File: src/rtl/dot_product_accumulator_pkg.sv
// Shared constants and state encoding for the dot-product accumulator.
package dot_product_accumulator_pkg;

    localparam int unsigned DefLenW = 8;
    localparam int unsigned DefAccW = 40;
    localparam int unsigned ProdW   = 32;

    typedef enum logic [1:0] {
        StIdle  = 2'd0,
        StRun   = 2'd1,
        StDrain = 2'd2,
        StDone  = 2'd3
    } state_e;

endpackage

File: src/rtl/sixteenbitarraymultiplier.sv
// Combinational 16x16 unsigned array multiplier: sum of shifted partial products.
module sixteenbitarraymultiplier (
    input  logic [15:0] a,
    input  logic [15:0] b,
    output logic [31:0] product
);

    always_comb begin
        product = '0;
        for (int i = 0; i < 16; i++) begin
            if (b[i]) begin
                product = product + ({16'b0, a} << i);
            end
        end
    end

endmodule

File: src/rtl/dot_product_accumulator.sv
// Streams operand pairs through a registered multiplier and sums len products.
module dot_product_accumulator
    import dot_product_accumulator_pkg::*;
#(
    parameter int unsigned LEN_W = DefLenW,
    parameter int unsigned ACC_W = DefAccW
) (
    input  logic             clk,
    input  logic             rst_n,
    input  logic             start,
    input  logic [LEN_W-1:0] len,
    input  logic             in_valid,
    output logic             in_ready,
    input  logic [15:0]      a,
    input  logic [15:0]      b,
    output logic             out_valid,
    input  logic             out_ready,
    output logic [ACC_W-1:0] result,
    output logic             overflow,
    output logic             busy
);

    state_e             state_q, state_d;
    logic [LEN_W-1:0]   len_q, len_d;
    logic [LEN_W-1:0]   cnt_q, cnt_d;
    logic [ACC_W-1:0]   acc_q, acc_d;
    logic               ovf_q, ovf_d;
    logic               s1_valid_q, s1_valid_d;
    logic [15:0]        s1_a_q, s1_a_d;
    logic [15:0]        s1_b_q, s1_b_d;
    logic               s2_valid_q, s2_valid_d;
    logic [ProdW-1:0]   s2_prod_q, s2_prod_d;
    logic [ProdW-1:0]   mult_prod;
    logic [ACC_W:0]     sum;
    logic               accept;

    sixteenbitarraymultiplier u_mult (
        .a       (s1_a_q),
        .b       (s1_b_q),
        .product (mult_prod)
    );

    assign accept = in_valid && (state_q == StRun);
    // Extra top bit captures the carry out of the accumulator.
    assign sum    = {1'b0, acc_q} + (ACC_W + 1)'(s2_prod_q);

    always_comb begin
        state_d    = state_q;
        len_d      = len_q;
        cnt_d      = cnt_q;
        acc_d      = acc_q;
        ovf_d      = ovf_q;
        s1_valid_d = accept;
        s1_a_d     = accept ? a : s1_a_q;
        s1_b_d     = accept ? b : s1_b_q;
        s2_valid_d = s1_valid_q;
        s2_prod_d  = s1_valid_q ? mult_prod : s2_prod_q;

        if (s2_valid_q) begin
            acc_d = sum[ACC_W-1:0];
            if (sum[ACC_W]) begin
                ovf_d = 1'b1;
            end
        end

        unique case (state_q)
            StIdle: begin
                if (start) begin
                    acc_d   = '0;
                    ovf_d   = 1'b0;
                    cnt_d   = '0;
                    len_d   = len;
                    state_d = (len == '0) ? StDone : StRun;
                end
            end
            StRun: begin
                if (accept) begin
                    cnt_d = cnt_q + LEN_W'(1);
                    if (cnt_q == len_q - LEN_W'(1)) begin
                        state_d = StDrain;
                    end
                end
            end
            StDrain: begin
                if (!s1_valid_q && !s2_valid_q) begin
                    state_d = StDone;
                end
            end
            StDone: begin
                if (out_ready) begin
                    state_d = StIdle;
                end
            end
        endcase
    end

    always_ff @(posedge clk or negedge rst_n) begin
        if (!rst_n) begin
            state_q    <= StIdle;
            len_q      <= '0;
            cnt_q      <= '0;
            acc_q      <= '0;
            ovf_q      <= 1'b0;
            s1_valid_q <= 1'b0;
            s1_a_q     <= '0;
            s1_b_q     <= '0;
            s2_valid_q <= 1'b0;
            s2_prod_q  <= '0;
        end else begin
            state_q    <= state_d;
            len_q      <= len_d;
            cnt_q      <= cnt_d;
            acc_q      <= acc_d;
            ovf_q      <= ovf_d;
            s1_valid_q <= s1_valid_d;
            s1_a_q     <= s1_a_d;
            s1_b_q     <= s1_b_d;
            s2_valid_q <= s2_valid_d;
            s2_prod_q  <= s2_prod_d;
        end
    end

    assign in_ready  = (state_q == StRun);
    assign out_valid = (state_q == StDone);
    assign busy      = (state_q != StIdle);
    assign result    = acc_q;
    assign overflow  = ovf_q;

endmodule

File: config.mk
export PLATFORM = sky130hd
export DESIGN_NAME = dot_product_accumulator
export DESIGN_NICKNAME = d
export VERILOG_FILES = /design/src/rtl/dot_product_accumulator_pkg.sv /design/src/rtl/sixteenbitarraymultiplier.sv /design/src/rtl/dot_product_accumulator.sv
export SDC_FILE = /design/constraint.sdc
export NUM_CORES = 1
export LEC_CHECK = 0
export ABC_AREA = 1
export CORE_MARGIN = 5
export CORE_UTILIZATION = 58
export CTS_CLUSTER_DIAMETER = 40
export DETAILED_ROUTE_END_ITERATION = 7
export PLACE_DENSITY_LB_ADDON = 0.08
export SLEW_MARGIN = 25
export SYNTH_ARGS = -nofsm -noshare
export SYNTH_HDL_FRONTEND = slang
export SYNTH_HIERARCHICAL = 1
export SYNTH_SLANG_ARGS = --single-unit
File: constraint.sdc
create_clock -name clk -period 16.76 [get_ports clk]
set_input_delay 5.028 -clock clk [delete_from_list [all_inputs] [get_ports clk]]
set_output_delay 5.028 -clock clk [all_outputs]
set_load 0.05 [all_outputs]
==> results of run 1 <==
timing repair:
item / CTS
gates resized for setup: 232
endpoints found under the setup margin: 15
hold buffers: 0
buffers inserted: 41
pin swaps: 106
cells in the mapped netlist, types with 3 or more instances:
master    number
nand2_1     1136
inv_1        480
nand3_1      335
ha_1         313
a21oi_1      265
nor2_1       251
o21ai_0      148
dfrtp_1      125
xor2_1        78
and2_1        50
o21ai_1       48
xnor2_1       44
nand2_2       39
clkbuf_1      36
mux2_2        32
or2_2         32
nor3_1        31
o21bai_1      26
o21ai_2       24
buf_2         23
nand4_1       21
fa_1          16
a21o_1        15
a31oi_1       15
inv_2         13
nand3b_1      12
o211ai_1      10
nand3_2        9
o21a_1         8
o31ai_1        8
clkinv_1       7
a211oi_1       6
a21boi_0       6
buf_4          6
nor3_2         6
a21boi_1       5
nor2_2         5
buf_1          4
or2_1          4
a21oi_2        3
nor4_1         3
cell families after synthesis:
group           after synthesis  synth area share
simple gates               1940            0.3662
compound gates              597            0.1489
buf+inv                     570           0.09698
fa+ha+maj                   329            0.1869
flops                       125            0.1380
xor+xnor                    122           0.04714
mux                          32           0.01590
routing by layer:
metal | GRT overflow | GRT usage
met2 | 5 | 0.8957
met5 | 0 | 0.4783
met1 | 0 | 0.7421
met4 | 6 | 0.7139
met3 | 1 | 0.6373
stage by stage:
| stage | instances | setup slack, ns | hold slack [ns] | instance area (µm²) |
|---|---|---|---|---|
| floorplan | 3715 | 0.03333 | 0.3519 | 23070 |
| CTS | 5005 | -1.064 | 0.5240 | 31500 |
| detailed placement | 4932 | -2.110 | 0.5083 | 29390 |
| global placement | 4932 | -0.9715 | 0.4912 | 29390 |
==> results.py, run 1 <==
metrics = {
    "clocking": {
        "cts_root_buf": "clkbuf_16",
        "ctsHtreeMaxLevel": 4,
        "cts_buffers": 17,
        "cts_num_sinks": 125,
        "cts_buffer_depth": 2,
    },
    "synthesis": {
        "synth_area_um2": 22670,
        "synth_top_area_cell": "nand2_1",
        "yosys_most_used_dff": "dfrtp_1",
        "synth_edf_count": 0,
        "avgSynthCellArea_um2": 6.102,
        "syn_nets": 4089,
        "synth-seq-area-share": 0.1380,
        "ys_types": 55,
        "synth_top_area_share": 0.1881,
        "async_flop_share": 1.000,
        "synth_area_leaders": "nand2_1, ha_1, dfrtp_1",
        "yosys_warnings": 6,
        "ys_seq_elements": 125,
        "synthCells": 3715,
    },
    "floorplanning": {
        "die_height_um": 207.7,
        "die_x_um": 207.7,
        "num_io_pins": 89,
        "initial_utilization": 0.5865,
        "std_cell_rows": 72,
    },
    "placement": {
        "port_buffers": 88,
        "gp_congestion": 1.012,
        "dp_hpwl_mm": 64.39,
    },
    "grt": {
        "track_usage": 0.7518,
        "grt.overflow.total": 12,
        "grt_max_degree": 74,
    },
    "sta": {
        "endpoint_type": "register input",
        "crit_endpoint": "s2_prod_q[31]$_DFFE_PN0P_/D",
    },
    "status": {
        "haltStage": "global routing",
        "status": "stopped before the end",
        "error": "[ERROR GRT-0232] Routing congestion too high. Check the congestion heatmap in the GUI.",
    },
}
==> run 2, diff against run 1 <==
--- a/config.mk
+++ b/config.mk
@@ -7,10 +7,9 @@
 export LEC_CHECK = 0
 export ABC_AREA = 1
 export CORE_MARGIN = 5
-export CORE_UTILIZATION = 58
-export CTS_CLUSTER_DIAMETER = 40
+export CORE_UTILIZATION = 40
 export DETAILED_ROUTE_END_ITERATION = 7
-export PLACE_DENSITY_LB_ADDON = 0.08
+export PLACE_DENSITY_LB_ADDON = 0.15
 export SLEW_MARGIN = 25
 export SYNTH_ARGS = -nofsm -noshare
 export SYNTH_HDL_FRONTEND = slang
==> constraint.sdc (replaced) <==
create_clock -name clk -period 21.8 [get_ports clk]
set_input_delay 6.54 -clock clk [delete_from_list [all_inputs] [get_ports clk]]
set_output_delay 6.54 -clock clk [all_outputs]
set_load 0.05 [all_outputs]
==> run 2 against run 1 <==
The run now ends clean; synthesized cell count did not move; area after synthesis did not move.
==> results.py, run 2 <==
metrics = {
    "floorplanning": {
        "core_um2": 56280,
        "dieArea_um2": 61530,
        "die_height_um": 248.1,
        "initial_utilization": 0.4028,
        "std_cell_rows": 87,
        "num_io_pins": 89,
        "die_x_um": 248.1,
    },
    "setup_path": {
        "critPathMaxFanout": 17,
        "critPathCaptureType": "flip-flop",
        "r2r_slack_ns": 1.80,
        "cp_data_required_time_ns": 22.16,
        "regToRegStartpoint": "s1_a_q[0]$_DFFE_PN0P_",
        "critPathKind": "flip-flop to flip-flop",
        "slowest_stage": "dfrtp_1",
        "crit_path_start_kind": "flip-flop",
        "cpPeakStageDelay_ns": 0.64,
        "critical_path.startpoint": "s1_a_q[0]$_DFFE_PN0P_",
        "rr_worst_depth": 112,
        "r2r_end": "s2_prod_q[31]$_DFFE_PN0P_",
        "arrival_ns": 20.36,
    },
    "synthesis": {
        "synthCells": 3715,
        "synth_top_area_share": 0.1881,
        "avgSynthCellArea_um2": 6.102,
        "yosys_most_used_dff": "dfrtp_1",
        "syn_nets": 4089,
        "post-synth-top-count-cell": "nand2_1",
        "synth_top_area_cell": "nand2_1",
        "async_flop_share": 1.000,
        "synth_edf_count": 0,
        "yosys_warnings": 6,
        "synth_common_cells": "nand2_1, inv_1, nand3_1",
        "ys_types": 55,
        "synth_area_leaders": "nand2_1, ha_1, dfrtp_1",
        "ys_seq_elements": 125,
        "synth_area_um2": 22670,
        "synth-seq-area-share": 0.1380,
    },
    "job": {
        "drv_cap": 0,
    },
    "routing": {
        "firstDrtPassIters": 6,
        "drtIter0Drc": 1502,
        "postRouteWirelength_mm": 71.75,
        "wl_per_cell_um": 15.78,
        "via_count": 23140,
        "vias_per_cell": 5.088,
        "drc": 0,
        "postRouteAntennaNets": 0,
    },
    "final_layout": {
        "nNetsFinal": 4153,
        "n_fill_cell": 6076,
        "largest_reg_flops": 40,
        "final_cell_mix": "nand2_1, inv_1, nand3_1",
        "layout_commonest_cell": "nand2_1",
        "drive_gt1_frac": 0.06171,
        "areaGrowthSynthToFinish_pct": 10.28,
        "multiInputGateArea_um2": 17340,
        "insertedDiodeCount": 0,
        "seq_area_um2": 3131,
    },
    "placement": {
        "gp_congestion": 0.9282,
        "dp_hpwl_mm": 57.98,
        "port_buffers": 88,
    },
    "hold_path": {
        "hold_path_class": "flip-flop to flip-flop",
        "min_to": "s1_a_q[3]$_DFFE_PN0P_",
        "min_from": "s1_a_q[3]$_DFFE_PN0P_",
        "holdPathStages": 2,
    },
    "sta": {
        "setup_tns_ns": 0,
        "finalCriticalPeriod_ns": 20.00,
        "finalHoldViolCount": 0,
        "period_share": 0.9177,
        "whs_ns": 0.4820,
        "finalSetupViolations": 0,
        "worst_slew_pin_slew_ns": 0.9395,
        "max_slew_margin": 0.3730,
        "slew_viol_final": 0,
        "finalClockSkew_ns": 0.02081,
        "max_freq_ghz": 0.04999,
        "rsz0062_at_grt": "false",
    },
    "grt": {
        "antenna_found_initial": 0,
        "grt_max_degree": 74,
        "grt_pass1_wl_mm": 113.0,
        "grt_pass1_vias": 21230,
        "grt.overflow.total": 0,
        "track_usage": 0.2303,
    },
    "clocking": {
        "cts_tree": "built",
        "cts.reportedPaths.clkPinSlew_ns": 0.06,
        "cts_resized": 0,
        "clk_latency_ns": 0.48,
        "cts_root_buf": "clkbuf_16",
        "cts_buffer_depth": 2,
        "ctsHtreeMaxLevel": 4,
        "cts_buffers": 17,
        "cts_setup_buffers": 0,
        "cts_num_sinks": 125,
        "hold_buffers": 0,
    },
    "status": {
        "status": "finished clean",
    },
}
## run 2: cell type report
type / instances / share of cell area
timing repair buffer: 115 / 0.04354
inverter: 500 / 0.07508
multi-input combinational: 3020 / 0.6938
clock inverter: 14 / 0.007357
sequential: 125 / 0.1252
tap: 756 / 0.03784
clock buffer: 18 / 0.01717
## run 2: cell families after synthesis
logic type,after synthesis,synth area share
and+or+nand+nor,1940,0.3662
AOI/OAI and AO/OA,597,0.1489
buffers and inverters,570,0.09698
adders and majority gates,329,0.1869
DFF,125,0.1380
xor gates and xnor gates,122,0.04714
muxes,32,0.01590
## run 2: worst max path at each step
stage | to | slack (ns)
2_1_floorplan | s2_prod_q[30]$_DFFE_PN0P_ | 4.13
3_3_place_gp | s2_prod_q[30]$_DFFE_PN0P_ | 2.07
3_5_place_dp | s2_prod_q[30]$_DFFE_PN0P_ | 1.88
4_1_cts | s2_prod_q[30]$_DFFE_PN0P_ | 1.78
5_1_grt | s2_prod_q[31]$_DFFE_PN0P_ | 0.004
6_report | s2_prod_q[31]$_DFFE_PN0P_ | 1.80
## run 2: metrics by stage
stage          cell area [µm²]  instances  utilization  setup WS [ns]
2_1_floorplan            22670       3715            -          4.133
3_5_place_dp             24380       4516       0.4332          1.881
6_report                 25000       4548       0.4442          1.795
3_3_place_gp             24380       4516       0.4332          2.072
4_1_cts                  24990       4548       0.4441          1.778
5_1_grt                  25000       4548       0.4442       0.003531
## run 2: worst max-delay path: cells and delay by family (launching register included)
| kind | cells | cell delay (ns) |
|---|---|---|
| AND/OR/NAND/NOR | 48 | 5.95 |
| AO/OA/AOI/OAI | 35 | 5.81 |
| adder cells (fa/ha/maj) | 16 | 5.59 |
| XOR/XNOR | 6 | 1.01 |
| flip-flops | 1 | 0.64 |
| buffers and inverters | 6 | 0.54 |
| multiplexers | 1 | 0.29 |
## run 2: per-layer routing
| layer | track usage | part of all wire | vias to the layer above | wire (µm) |
|---|---|---|---|---|
| li1 | - | - | 12280 | - |
| met1 | 0.3202 | 0.49 | 10370 | 35020 |
| met2 | 0.3692 | 0.44 | 413 | 31600 |
| met3 | 0.03090 | 0.040 | 84 | 2859 |
| met4 | 0.07768 | 0.032 | 0 | 2275 |
| met5 | 0 | 0 | - | 0 |
Power of run 2 is left out: the tool's default activity adds up to more than one toggle a clock period on the data nets, which glitch-free logic cannot reach.
